**src/rtl/timer_pulse_capture.sv**
```systemverilog
// timer_pulse_capture: input-capture companion to the compare-match timer.
// Measures the period (rising to rising) and high time (rising to falling)
// of cap_in in prescaled ticks, using the timer's clock-select scheme.
module timer_pulse_capture #(
    parameter int BIT_WIDTH   = 8,
    parameter int SYNC_STAGES = 2
) (
    input  logic                 clk,
    input  logic                 reset,
    input  logic                 en,
    input  logic [1:0]           cks,
    input  logic                 ext_clk,
    input  logic                 cap_in,
    input  logic                 ovf_clr,
    output logic [BIT_WIDTH-1:0] period,
    output logic [BIT_WIDTH-1:0] high_time,
    output logic                 cap_valid,
    output logic                 ovf,
    output logic                 busy
);

    localparam logic [1:0] ST_IDLE = 2'd0;
    localparam logic [1:0] ST_ARM  = 2'd1;
    localparam logic [1:0] ST_HIGH = 2'd2;
    localparam logic [1:0] ST_LOW  = 2'd3;

    logic [SYNC_STAGES-1:0] cap_sync_q, ext_sync_q;
    logic                   cap_prev_q, ext_prev_q;
    logic [5:0]             pre_q;
    logic [1:0]             state_q, state_d;
    logic [BIT_WIDTH-1:0]   cnt_q, cnt_d;
    logic [BIT_WIDTH-1:0]   hi_shadow_q, hi_shadow_d;
    logic [BIT_WIDTH-1:0]   period_q, period_d;
    logic [BIT_WIDTH-1:0]   high_time_q, high_time_d;
    logic                   cap_valid_q, cap_valid_d;
    logic                   ovf_q, ovf_d;
    logic                   busy_q, busy_d;

    logic                   cap_rise, cap_fall, ext_rise, tick, sat;
    logic [BIT_WIDTH:0]     cnt_sum;

    // Synchronize the asynchronous pins and keep one extra stage for edge detect.
    // NOTE: every flop here uses <= so all stages sample the pre-edge values;
    // blocking assignments would collapse the chain into a single flop.
    always_ff @(posedge clk) begin
        if (reset) begin
            cap_sync_q <= '0;
            ext_sync_q <= '0;
            cap_prev_q <= 1'b0;
            ext_prev_q <= 1'b0;
        end else begin
            cap_sync_q <= {cap_sync_q[SYNC_STAGES-2:0], cap_in};
            ext_sync_q <= {ext_sync_q[SYNC_STAGES-2:0], ext_clk};
            cap_prev_q <= cap_sync_q[SYNC_STAGES-1];
            ext_prev_q <= ext_sync_q[SYNC_STAGES-1];
        end
    end

    assign cap_rise =  cap_sync_q[SYNC_STAGES-1] & ~cap_prev_q;
    assign cap_fall = ~cap_sync_q[SYNC_STAGES-1] &  cap_prev_q;
    assign ext_rise =  ext_sync_q[SYNC_STAGES-1] & ~ext_prev_q;

    // Free-running prescaler; held at zero while disabled so ticks restart in phase.
    always_ff @(posedge clk) begin
        if (reset || !en) pre_q <= '0;
        else              pre_q <= pre_q + 6'd1;
    end

    // Select the tick source.
    // NOTE: tick gets a default before the case so no path leaves it unassigned,
    // which would otherwise infer a latch.
    always_comb begin
        tick = 1'b0;
        case (cks)
            2'b00: tick = 1'b1;
            2'b01: tick = (pre_q[2:0] == 3'd7);
            2'b10: tick = (pre_q == 6'd63);
            2'b11: tick = ext_rise;
        endcase
    end

    // One extra bit catches the carry that marks a saturation event.
    assign cnt_sum = {1'b0, cnt_q} + {{BIT_WIDTH{1'b0}}, tick};
    assign sat     = cnt_sum[BIT_WIDTH];

    // Measurement FSM: one counter runs from the start rising edge through the
    // whole period; the falling edge only snapshots it into hi_shadow.
    always_comb begin
        state_d     = state_q;
        cnt_d       = cnt_q;
        hi_shadow_d = hi_shadow_q;
        period_d    = period_q;
        high_time_d = high_time_q;
        cap_valid_d = 1'b0;
        ovf_d       = ovf_q & ~ovf_clr;
        if (!en) begin
            state_d = ST_IDLE;
            cnt_d   = '0;
        end else begin
            case (state_q)
                ST_IDLE: begin
                    state_d = ST_ARM;
                    cnt_d   = '0;
                end
                ST_ARM: begin
                    cnt_d = '0;
                    if (cap_rise) state_d = ST_HIGH;
                end
                ST_HIGH: begin
                    if (sat) begin
                        ovf_d   = 1'b1;
                        cnt_d   = '0;
                        state_d = ST_ARM;
                    end else if (cap_fall) begin
                        hi_shadow_d = cnt_sum[BIT_WIDTH-1:0];
                        cnt_d       = cnt_sum[BIT_WIDTH-1:0];
                        state_d     = ST_LOW;
                    end else begin
                        cnt_d = cnt_sum[BIT_WIDTH-1:0];
                    end
                end
                ST_LOW: begin
                    if (sat) begin
                        ovf_d   = 1'b1;
                        cnt_d   = '0;
                        state_d = ST_ARM;
                    end else if (cap_rise) begin
                        period_d    = cnt_sum[BIT_WIDTH-1:0];
                        high_time_d = hi_shadow_q;
                        cap_valid_d = 1'b1;
                        cnt_d       = '0;
                        state_d     = ST_HIGH;
                    end else begin
                        cnt_d = cnt_sum[BIT_WIDTH-1:0];
                    end
                end
                default: begin
                    state_d = ST_IDLE;
                    cnt_d   = '0;
                end
            endcase
        end
        busy_d = (state_d == ST_HIGH) || (state_d == ST_LOW);
    end

    // State and result registers; reset overrides any in-flight measurement.
    // NOTE: every register, including the result holding registers, is reset
    // so software never reads a stale capture after reset.
    always_ff @(posedge clk) begin
        if (reset) begin
            state_q     <= ST_IDLE;
            cnt_q       <= '0;
            hi_shadow_q <= '0;
            period_q    <= '0;
            high_time_q <= '0;
            cap_valid_q <= 1'b0;
            ovf_q       <= 1'b0;
            busy_q      <= 1'b0;
        end else begin
            state_q     <= state_d;
            cnt_q       <= cnt_d;
            hi_shadow_q <= hi_shadow_d;
            period_q    <= period_d;
            high_time_q <= high_time_d;
            cap_valid_q <= cap_valid_d;
            ovf_q       <= ovf_d;
            busy_q      <= busy_d;
        end
    end

    assign period    = period_q;
    assign high_time = high_time_q;
    assign cap_valid = cap_valid_q;
    assign ovf       = ovf_q;
    assign busy      = busy_q;

endmodule

```
**config.mk**
```make
export PLATFORM = sky130hd
export DESIGN_NAME = timer_pulse_capture
export DESIGN_NICKNAME = d
export VERILOG_FILES = /design/src/rtl/timer_pulse_capture.sv
export SDC_FILE = /design/constraint.sdc
export NUM_CORES = 1
export LEC_CHECK = 0
export BUFFER_PORTS_ARGS = -buffer_cell sky130_fd_sc_hd__clkbuf_2
export CAP_MARGIN = 30
export CORE_MARGIN = 2
export CORE_UTILIZATION = 55
export DETAILED_ROUTE_END_ITERATION = 7
export PLACE_DENSITY = 0.77
export REMOVE_ABC_BUFFERS = 1
export SLEW_MARGIN = 10
export SYNTH_ARGS = -nofsm -noshare
export SYNTH_HDL_FRONTEND = slang
export SYNTH_SLANG_ARGS = --single-unit
```
**constraint.sdc**
```tcl
create_clock -name clk -period 3.3 [get_ports clk]
set_clock_uncertainty 0.1 [all_clocks]
set_input_delay 0.66 -clock clk [delete_from_list [all_inputs] [get_ports clk]]
set_output_delay 0.66 -clock clk [all_outputs]
set_load 0.05 [all_outputs]
```
==> metrics.cfg, run 1 <==
[status]
outcome=completed

[route]
remaining_drc_errors=0
routed_wl_um=3100
first_pass_iters=4
dr_total_vias=1309
dr.first_iter.drc_count=58
wl_per_cell_um=12.0
post_drt_via_cell_ratio=5.07
drt.antenna.violating_nets=0

[finish]
multi_input_gate_area_in_the_final_layout_um2=822
diodes=0
final-seq-area_um2=981
layout.cell_area.non_filler_um2=2080
finalNetCount=223
drive_gt1_share_pct=23.6
syn2layout_area_growth_pct=11.2
n_fill_cell=294

[cts]
max-clock-path-buffers=2
clk_pin_slew_worst_paths_ps=120
worstSkewPairLatency_ps=350
cts_htree_levels=2
numClockSinks=49
postCtsSetupRepairBufs=0
ctsRootBufferMaster=sky130_fd_sc_hd__clkbuf_4
cts_tree=built
tritoncts.num_buffers=5
post_cts_hold_buffer_count=0
ctsResizeCount=0

[die]
core.rowCount=21
floorplan.die.width_um=62.4
ioPinCount=27
design.die.area_um2=3890
die_h_um=62.4
initial_standard_cell_utilization_of_the_core_pct=56.6
placeableCoreArea_um2=3310

[critical_path]
regToRegSetupSlack_ps=570
r2r-start=pre_q[0]
ff2ff_path_depth=11
arrival_ps=2880
worst_setup_path_startpoint=pre_q[0]
worst_setup_path_endpoint=hi_shadow_q[0]
worstPathMaxFanout=13
worst_reg2reg_endpoint=hi_shadow_q[0]
cp.required_ps=3450
crit_path_end_kind=register
worstSetupStartpointType=register
crit_type=register to register

[sta]
hold_slack_ps=356
rsz0062_at_grt=no
clock.fmax_mhz=367
post_layout_min_period_ps=2730
min_period_over_period_pct=82.6
final_hold_viol_count=0
finalMaxSlewViolations=0
setup_viol=0
setup_tns_ps=0
timing_worst_slew_pin_value_ps=593
relSlewSlack_pct=60.3

[synth]
ys_seq_area_share_pct=52.3
postSynthCellCount=182
netlist_area_um2=1870
post_synth_main_area_contributors=sky130_fd_sc_hd__dfxtp_1, sky130_fd_sc_hd__nor2_1, sky130_fd_sc_hd__mux2i_1
synth_top_cells_by_count=sky130_fd_sc_hd__dfxtp_1, sky130_fd_sc_hd__nor2_1, sky130_fd_sc_hd__mux2i_1, sky130_fd_sc_hd__nand2_1, sky130_fd_sc_hd__nor2b_1
netlist.top_cell.by_area=sky130_fd_sc_hd__dfxtp_1
post_synth_num_cell_types=34
yosysMostFrequentCell=sky130_fd_sc_hd__dfxtp_1
synth-seq-cells=49
yosys.area.top_type_share_pct=52.3
synth-edff-count=0
postSynth.asyncResetShare_pct=0
synth_top_flop_cell=sky130_fd_sc_hd__dfxtp_1
post_synth.cell_area_avg_um2=10.3
yosys_warnings=0

[power_and_ir_drop]
report.power.total_mw=0.880
power_share_of_the_clock_group_pct=28.9
internal-power_mw=0.692
power.sequential.fraction_pct=68.2
ir_drop_mv=0.343
power_leakage_nw=0.779
sw_frac_of_total_pct=21.5
power.density_cell_area_nw_per_um2=422
power_switching_mw=0.189
combinational_power_share_pct=2.9

[global_routing]
via_count_of_the_first_global_routing_pass=1288
track_usage_pct=17.3
antenna_found_initial=0
wire_length_of_the_first_global_routing_pass_um=5440
grt_max_degree=22
globalRouteOverflowTotal=0

[placed_design]
hpwlAfterDp_um=2310
numPortBuffers=26
gp_routability_congestion=0.895
post_dp_cell_area_um2=2040

[flow_run]
timing.max_cap.violations=0

[hold_path]
path_category_of_the_worst_min_delay_check=register to register

-- registers in the layout, indices dropped and copies added (netlist names) --
| name | cells |
|---|---|
| cap_sync_q | 2 |
| hi_shadow_q | 8 |
| state_q | 2 |
| cnt_q | 8 |
| cap_prev_q | 1 |
| cap_valid | 1 |
| ovf | 1 |
| busy | 1 |
| high_time | 8 |
| period | 8 |
| pre_q | 6 |
| ext_prev_q | 1 |
| ext_sync_q | 2 |
-- power by group through the flow --
stage / logic [mW] / registers (mW) / clock network [mW]
3_5_place_dp: 0.0257 / 0.614 / 0
2_1_floorplan: 0.0106 / 0.613 / 0
5_1_grt: 0.0286 / 0.602 / 0.285
6_report: 0.0255 / 0.601 / 0.254
4_1_cts: 0.0256 / 0.600 / 0.262
3_3_place_gp: 0.0241 / 0.613 / 0
-- worst min-delay path by stage --
stage | from | end | depth (start not counted)
CTS | ext_sync_q[0] | ext_sync_q[1] | 1
floorplan | cap_sync_q[0] | cap_sync_q[1] | 1
global placement | ext_sync_q[0] | ext_sync_q[1] | 1
detailed placement | ext_sync_q[0] | ext_sync_q[1] | 1
finish | ext_sync_q[0] | ext_sync_q[1] | 1
global route | ext_sync_q[0] | ext_sync_q[1] | 1
-- layout make-up --
type	count	share of cell area, %
flip-flops and latches	49	47.1
multi-input cells	120	39.4
repair buffers	29	7.32
well taps	46	2.76
clock buffers	8	2.34
inverters	6	1.08
-- cell families after synthesis --
group / Yosys count / share of synthesized area, %
flops: 49 / 52.3
xor+xnor: 9 / 4.21
fa+ha+maj: 4 / 2.67
simple gates: 75 / 19.6
mux: 12 / 6.41
buf+inv: 13 / 3.80
compound gates: 20 / 11.0
-- critical path: stages (launching register included) --
cell	delay [ps]
sky130_fd_sc_hd__dfxtp_1	360
sky130_fd_sc_hd__ha_1	220
sky130_fd_sc_hd__ha_1	180
sky130_fd_sc_hd__nor2_1	80
sky130_fd_sc_hd__a22o_1	130
sky130_fd_sc_hd__o31ai_1	80
sky130_fd_sc_hd__ha_1	210
sky130_fd_sc_hd__ha_1	220
sky130_fd_sc_hd__and4_4	180
sky130_fd_sc_hd__a211oi_4	540
sky130_fd_sc_hd__mux2i_1	270
sky130_fd_sc_hd__nor2_1	50
-- per-layer routing --
metal	track usage, %	up-vias	wire length (µm)
met3	4.86	6	140
met2	31.0	28	1520
li1	-	666	-
met4	5.00	0	38
met5	0	-	0
met1	20.2	609	1400
-- stage by stage --
step	worst slack [ps]	util, %	cells
finish	574	63.0	258
CTS	583	63.0	258
global placement	603	61.5	250
floorplan	374	-	175
detailed placement	535	61.5	250
global route	390	63.0	258
-- cells in the final DEF, fill, tap and decap left out, drive strengths merged --
| cell type | Yosys | layout |
|---|---|---|
| a211oi | 13 | 13 |
| a2bb2oi | 1 | 1 |
| and4 | 1 | 1 |
| buf | 4 | 3 |
| a311oi | 1 | 1 |
| or3b | 1 | 1 |
| ha | 4 | 4 |
| o32a | 1 | 1 |
| nand3 | 6 | 6 |
| xor2 | 6 | 6 |
| nor2 | 44 | 44 |
| dfxtp | 49 | 49 |
| mux2i | 12 | 12 |
| inv | 6 | 6 |
| nand2 | 8 | 8 |
| nand3b | 2 | 2 |
| nor3 | 1 | 1 |
| nor2b | 7 | 7 |
| nand2b | 2 | 2 |
| clkbuf | 3 | 34 |
| a21oi | 1 | 1 |
| and3 | 2 | 2 |
| xnor2 | 3 | 3 |
| o21ai | 1 | 1 |
| o31ai | 1 | 1 |
| nand4b | 1 | 1 |
| a22o | 1 | 1 |
Note: power is estimated with default switching activity, not from simulation.
==> run 2: changes to the inputs <==
CORE_UTILIZATION = 50   (was 55)
PLACE_DENSITY = 0.74   (was 0.77)
clock period = 2.4 ns   (was 3.3 ns; I/O delays follow)
==> run 2 against run 1 <==
The flow now finishes with violations (setup timing). Maximum frequency increased by 12%. First-iteration DRC count rose by 17%. Final area increased by 15%. Worst setup slack got worse by 620 ps. Flip-flop and latch count stayed put. Count of clock-buffer cells in the layout is 2 lower. Via count rose by 3.5%. Power is 49% higher. Sequential power increased by 37%. Utilization up 2.8 points. Combinational power up 58%. Largest cell class unchanged.
==> metrics.cfg, run 2 (same netlist as run 1, synthesis figures left out) <==
[route]
remaining_drc_errors=0  ; unchanged
routed_wl_um=3370  ; +8.8%
drt.antenna.violating_nets=0  ; unchanged
wl_per_cell_um=12.3  ; +2.1%
dr_total_vias=1355  ; +3.5%
first_pass_iters=4  ; unchanged
dr.first_iter.drc_count=68  ; +17%
post_drt_via_cell_ratio=4.93  ; -2.9%

[sta]
clock.fmax_mhz=409  ; +12%
hold_slack_ps=289  ; -67.5 ps
post_layout_min_period_ps=2440  ; -282 ps
rsz0062_at_grt=yes
finalMaxSlewViolations=0  ; unchanged
final.setup.worst_slack_ps=-44.5  ; -618 ps
setup_viol=8  ; +8
min_period_over_period_pct=102  ; +19 points
final_hold_viol_count=0  ; unchanged
relSlewSlack_pct=74.2  ; +14 points
timing_worst_slew_pin_value_ps=384  ; -209 ps

[placed_design]
dpl.cell_count=261  ; +4.4%
hpwlAfterDp_um=2250  ; -2.6%
place_worst_setup_slack_ps=-87.8  ; -622 ps
post_dp_cell_area_um2=2130  ; +4.7%
numPortBuffers=26  ; unchanged
gp_routability_congestion=0.826  ; -7.7%

[die]
placeableCoreArea_um2=3630  ; +9.8%
core.rowCount=22  ; +4.8%
design.die.area_um2=4250  ; +9.3%
die_h_um=65.2  ; +4.6%
ioPinCount=27  ; unchanged
floorplan.die.width_um=65.2  ; +4.6%
initial_standard_cell_utilization_of_the_core_pct=51.6  ; -5.0 points

[flow_run]
timing.max_cap.violations=0  ; unchanged

[critical_path]
cp.required_ps=2490  ; -960 ps
worstSetupStartpointType=register
crit_type=register to register
cpPeakStageDelay_ps=340  ; -200 ps
cp_cell_sequence=ha_4 > ha_4 > nor2_2 > a22o_1 > o31ai_2 > ha_2 > ha_4 > and4_4 > buf_6 > a211oi_4 > buf_12 > mux2i_1 > nor2_1
crit_path_end_kind=register
worstPathMaxFanout=12  ; -1
arrival_ps=2530  ; -350 ps
crit_path_frequent_cell=sky130_fd_sc_hd__ha_4
worst_path_max_delay_cell=sky130_fd_sc_hd__dfxtp_2

[finish]
layout_common_cells=sky130_fd_sc_hd__dfxtp_1, sky130_fd_sc_hd__nor2_1, sky130_fd_sc_hd__clkbuf_2
layout.cell_area.non_filler_um2=2390  ; +15%
finalNetCount=238  ; +6.7%
diodes=0  ; unchanged
syn2layout_area_growth_pct=27.4
finish.utilization_pct=65.7  ; +2.8 points
layout_commonest_cell=sky130_fd_sc_hd__dfxtp_1
drive_gt1_share_pct=36.6  ; +13 points
stdcell_count=275  ; +6.6%

[hold_path]
path_category_of_the_worst_min_delay_check=input port to register

[global_routing]
grt_max_degree=23  ; +4.5%
globalRouteOverflowTotal=0  ; unchanged
track_usage_pct=16.8  ; -0.45 points
via_count_of_the_first_global_routing_pass=1229  ; -4.6%
antenna_found_initial=0  ; unchanged
wire_length_of_the_first_global_routing_pass_um=5510  ; +1.3%

[status]
failed_checks=setup timing
outcome=complete, but fails checks

[power_and_ir_drop]
ir_drop_mv=0.491  ; +43%
power_leakage_nw=0.896  ; +15%
power.density_cell_area_nw_per_um2=551  ; +30%

[cts]
clk_pin_slew_worst_paths_ps=80  ; -40 ps
cts_htree_levels=2  ; unchanged
worstSkewPairLatency_ps=300  ; -50 ps
post_cts_hold_buffer_count=0  ; unchanged
cts_tree=built
max-clock-path-buffers=2  ; unchanged
numClockSinks=49  ; unchanged
tritoncts.num_buffers=5  ; unchanged
ctsRootBufferMaster=sky130_fd_sc_hd__clkbuf_8

==> run 2: worst paths after layout <==
check | from | end | slack, ps | depth (start not counted)
min | cap_in | cap_sync_q[0] | 290 | 2
max reg2reg | pre_q[1] | hi_shadow_q[1] | -40 | 13
min reg2reg | ext_sync_q[0] | ext_sync_q[1] | 340 | 1
max | pre_q[1] | hi_shadow_q[1] | -40 | 13
==> run 2: worst max-delay path, delay by kind of cell (launching register included) <==
| family | cells | cell delay [ps] |
|---|---|---|
| compound gates | 3 | 460 |
| mux | 1 | 190 |
| flops | 1 | 340 |
| fa+ha+maj | 4 | 650 |
| simple gates | 3 | 270 |
| buf+inv | 2 | 300 |
==> run 2: layout make-up <==
type,count,area [µm²]
Sequential cell,49,983
Clock buffer,6,72.6
Fill cell,303,1240
Tap cell,48,60.1
Clock inverter,2,10.0
Multi-Input combinational cell,120,902
Timing Repair Buffer,44,338
Inverter,6,22.5
==> run 2: repair_timing <==
item,in CTS,in global routing
pin swaps,5,8
endpoints found under the setup margin,24,29
hold endpoints to repair,0,0
gates resized for setup,17,6
cloned,2,0
setup buffers,3,1
==> run 2: per-stage QoR <==
| step | TNS, ps | power [mW] |
|---|---|---|
| after global routing | -1900 | 1.37 |
| after CTS | -976 | 1.33 |
| after floorplan | -8530 | 0.857 |
| after detailed placement | -1120 | 0.881 |
| after global placement | -43.4 | 0.880 |
| final | -110 | 1.32 |
==> run 2: routing by layer <==
layer  wire [µm]  global-route usage, %  vias up
li1            -                      -      695
met4          37                   5.47        0
met1        1580                   21.4      632
met2        1620                   27.3       23
met5           0                      0        -
met3         132                   5.14        5
==> run 2: power breakdown <==
group          total (mW)  internal [mW]  switching [mW]  leakage [nW]
Clock               0.451          0.202           0.249        0.0450
Combinational      0.0404         0.0168          0.0236         0.454
Sequential          0.825          0.819         0.00557         0.397
Total                1.32           1.04           0.278         0.896
==> run 3: changes to the inputs <==
CTS_BUF_LIST = sky130_fd_sc_hd__clkbuf_16   (was default)
==> run 3 against run 2 <==
The run still ends with setup timing left. First-iteration DRC count decreased by 16%. Flip-flop and latch count unchanged. Cell count unchanged.
==> metrics.cfg, run 3 (same netlist as run 1, synthesis figures left out) <==
[power_and_ir_drop]
combinational_power_share_pct=2.7  ; -0.4 points
ir_drop_mv=0.587  ; +20%
power_leakage_nw=0.927  ; +3.4%
internal-power_mw=1.22  ; +17%
power.density_cell_area_nw_per_um2=619  ; +12%
report.power.total_mw=1.51  ; +15%
sw_frac_of_total_pct=19.7  ; -1.4 points
power_share_of_the_clock_group_pct=42.7  ; +8.4 points
power_switching_mw=0.299  ; +7.4%
power.sequential.fraction_pct=54.6  ; -8.1 points

[global_routing]
grt_max_degree=23  ; unchanged
wire_length_of_the_first_global_routing_pass_um=5690  ; +3.3%
via_count_of_the_first_global_routing_pass=1268  ; +3.2%
track_usage_pct=17.7  ; +0.82 points
globalRouteOverflowTotal=0  ; unchanged
antenna_found_initial=0  ; unchanged

[critical_path]
worstSetupStartpointType=register
crit_type=register to register
regToRegSetupSlack_ps=-60  ; -20 ps
crit_path_end_kind=register
arrival_ps=2530  ; about the same
cp.required_ps=2470  ; -20 ps
worstPathMaxFanout=12  ; unchanged

[cts]
tritoncts.num_buffers=5  ; unchanged
numClockSinks=49  ; unchanged
cts_htree_levels=2  ; unchanged
worstSkewPairLatency_ps=280  ; -20 ps
ctsRootBufferMaster=sky130_fd_sc_hd__clkbuf_16
cts_tree=built
clk_pin_slew_worst_paths_ps=60  ; -20 ps
max-clock-path-buffers=2  ; unchanged

[status]
outcome=complete, but fails checks
failed_checks=setup timing

[die]
core.rowCount=22  ; unchanged
placeableCoreArea_um2=3630  ; unchanged
design.die.area_um2=4250  ; unchanged
die_h_um=65.2  ; unchanged
floorplan.die.width_um=65.2  ; unchanged
initial_standard_cell_utilization_of_the_core_pct=51.6  ; unchanged
ioPinCount=27  ; unchanged

[finish]
multi_input_gate_area_in_the_final_layout_um2=902  ; unchanged
diodes=0  ; unchanged
layout_commonest_cell=sky130_fd_sc_hd__dfxtp_1
finalNetCount=238  ; unchanged
layout_common_cells=sky130_fd_sc_hd__dfxtp_1, sky130_fd_sc_hd__nor2_1, sky130_fd_sc_hd__clkbuf_2
stdcell_count=275  ; unchanged
drive_gt1_share_pct=36.1  ; -0.44 points
syn2layout_area_growth_pct=30.4
final-seq-area_um2=983  ; unchanged
n_fill_cell=306  ; +0.99%

[sta]
relSlewSlack_pct=74.4  ; +0.21 points
final_hold_viol_count=0  ; unchanged
finalMaxSlewViolations=0  ; unchanged
final.setup.worst_slack_ps=-62.8  ; -18.3 ps
clock.fmax_mhz=406  ; -0.74%
post_layout_min_period_ps=2460  ; +18.3 ps
min_period_over_period_pct=103  ; +0.76 points
setup_tns_ps=-215  ; -105 ps
rsz0062_at_grt=yes
setup_viol=13  ; +5
timing_worst_slew_pin_value_ps=381  ; -3.12 ps

[route]
post_drt_via_cell_ratio=4.97  ; +0.89%
dr_total_vias=1367  ; +0.89%
routed_wl_um=3460  ; +2.6%
remaining_drc_errors=0  ; unchanged
first_pass_iters=4  ; unchanged
wl_per_cell_um=12.6  ; +2.6%
dr.first_iter.drc_count=57  ; -16%
drt.antenna.violating_nets=0  ; unchanged

[hold_path]
path_category_of_the_worst_min_delay_check=input port to register

[placed_design]
place_worst_setup_slack_ps=-87.8  ; unchanged
hpwlAfterDp_um=2250  ; unchanged
gp_routability_congestion=0.826  ; unchanged
dpl.cell_count=261  ; unchanged
numPortBuffers=26  ; unchanged

[flow_run]
timing.max_cap.violations=0  ; unchanged

-- run 3: cell count changes in the layout (fill, tap and decap cells not counted) --
cell / before / now
sky130_fd_sc_hd__clkbuf_16: 0 / 5
sky130_fd_sc_hd__clkbuf_8: 5 / 0
sky130_fd_sc_hd__nor2_2: 8 / 6
sky130_fd_sc_hd__a211oi_1: 2 / 3
sky130_fd_sc_hd__a211oi_2: 9 / 8
sky130_fd_sc_hd__clkbuf_1: 1 / 0
sky130_fd_sc_hd__inv_1: 6 / 7
sky130_fd_sc_hd__nand2_1: 8 / 7
sky130_fd_sc_hd__nand2_2: 0 / 1
sky130_fd_sc_hd__nor2_1: 36 / 37
sky130_fd_sc_hd__nor2_4: 0 / 1
-- run 3: layout make-up --
| class | count | area share, % |
|---|---|---|
| tap | 48 | 2.46 |
| inverter | 6 | 0.921 |
| timing repair buffer | 44 | 13.8 |
| multi-input combinational | 120 | 36.9 |
| sequential | 49 | 40.2 |
| clock inverter | 3 | 0.563 |
| clock buffer | 5 | 5.12 |
-- run 3: critical path, cell delays in order (launching register included) --
cell	delay [ps]
sky130_fd_sc_hd__dfxtp_2	330
sky130_fd_sc_hd__ha_4	170
sky130_fd_sc_hd__ha_4	150
sky130_fd_sc_hd__nor2_4	80
sky130_fd_sc_hd__a22o_1	140
sky130_fd_sc_hd__o31ai_2	70
sky130_fd_sc_hd__ha_2	190
sky130_fd_sc_hd__ha_4	160
sky130_fd_sc_hd__and4_4	150
sky130_fd_sc_hd__buf_6	120
sky130_fd_sc_hd__a211oi_4	260
sky130_fd_sc_hd__buf_12	180
sky130_fd_sc_hd__mux2i_1	190
sky130_fd_sc_hd__nor2_1	50
-- run 3: worst paths after layout --
check                     start        endpoint  cells after the start
setup / recovery       pre_q[1]  hi_shadow_q[1]                     13
hold / removal           cap_in   cap_sync_q[0]                      2
setup reg to reg       pre_q[1]  hi_shadow_q[1]                     13
hold reg to reg   ext_sync_q[0]   ext_sync_q[1]                      1
-- run 3: power by group through the flow --
stage                     registers, mW  logic (mW)  clock network (mW)
after floorplan                   0.843      0.0145                   0
after global placement            0.843      0.0370                   0
after detailed placement          0.843      0.0377                   0
after CTS                         0.826      0.0400               0.661
after global routing              0.827      0.0450               0.705
final                             0.827      0.0411               0.647
-- run 3: metal layers --
layer / GRT usage, % / vias to the layer above / share of wire [%]
met5: 0 / - / 0
met4: 8.85 / 0 / 1.8
li1: - / 701 / -
met3: 4.11 / 6 / 3.3
met2: 28.8 / 26 / 50
met1: 21.8 / 634 / 45
-- run 3: timing repair --
action	4_1_cts	5_1_grt
cloned	2	0
setup buffers	3	1
hold buffers	0	0
pin swaps	5	8
resized for setup	16	7
setup endpoints to repair	24	30
-- run 3: stage by stage --
step           hold slack (ps)  utilization, %  instance area (µm²)
2_1_floorplan              314               -                 1830
3_3_place_gp               320            58.6                 2130
3_5_place_dp               324            58.6                 2130
4_1_cts                    301            66.4                 2410
5_1_grt                    311            67.3                 2440
6_report                   304            67.3                 2440
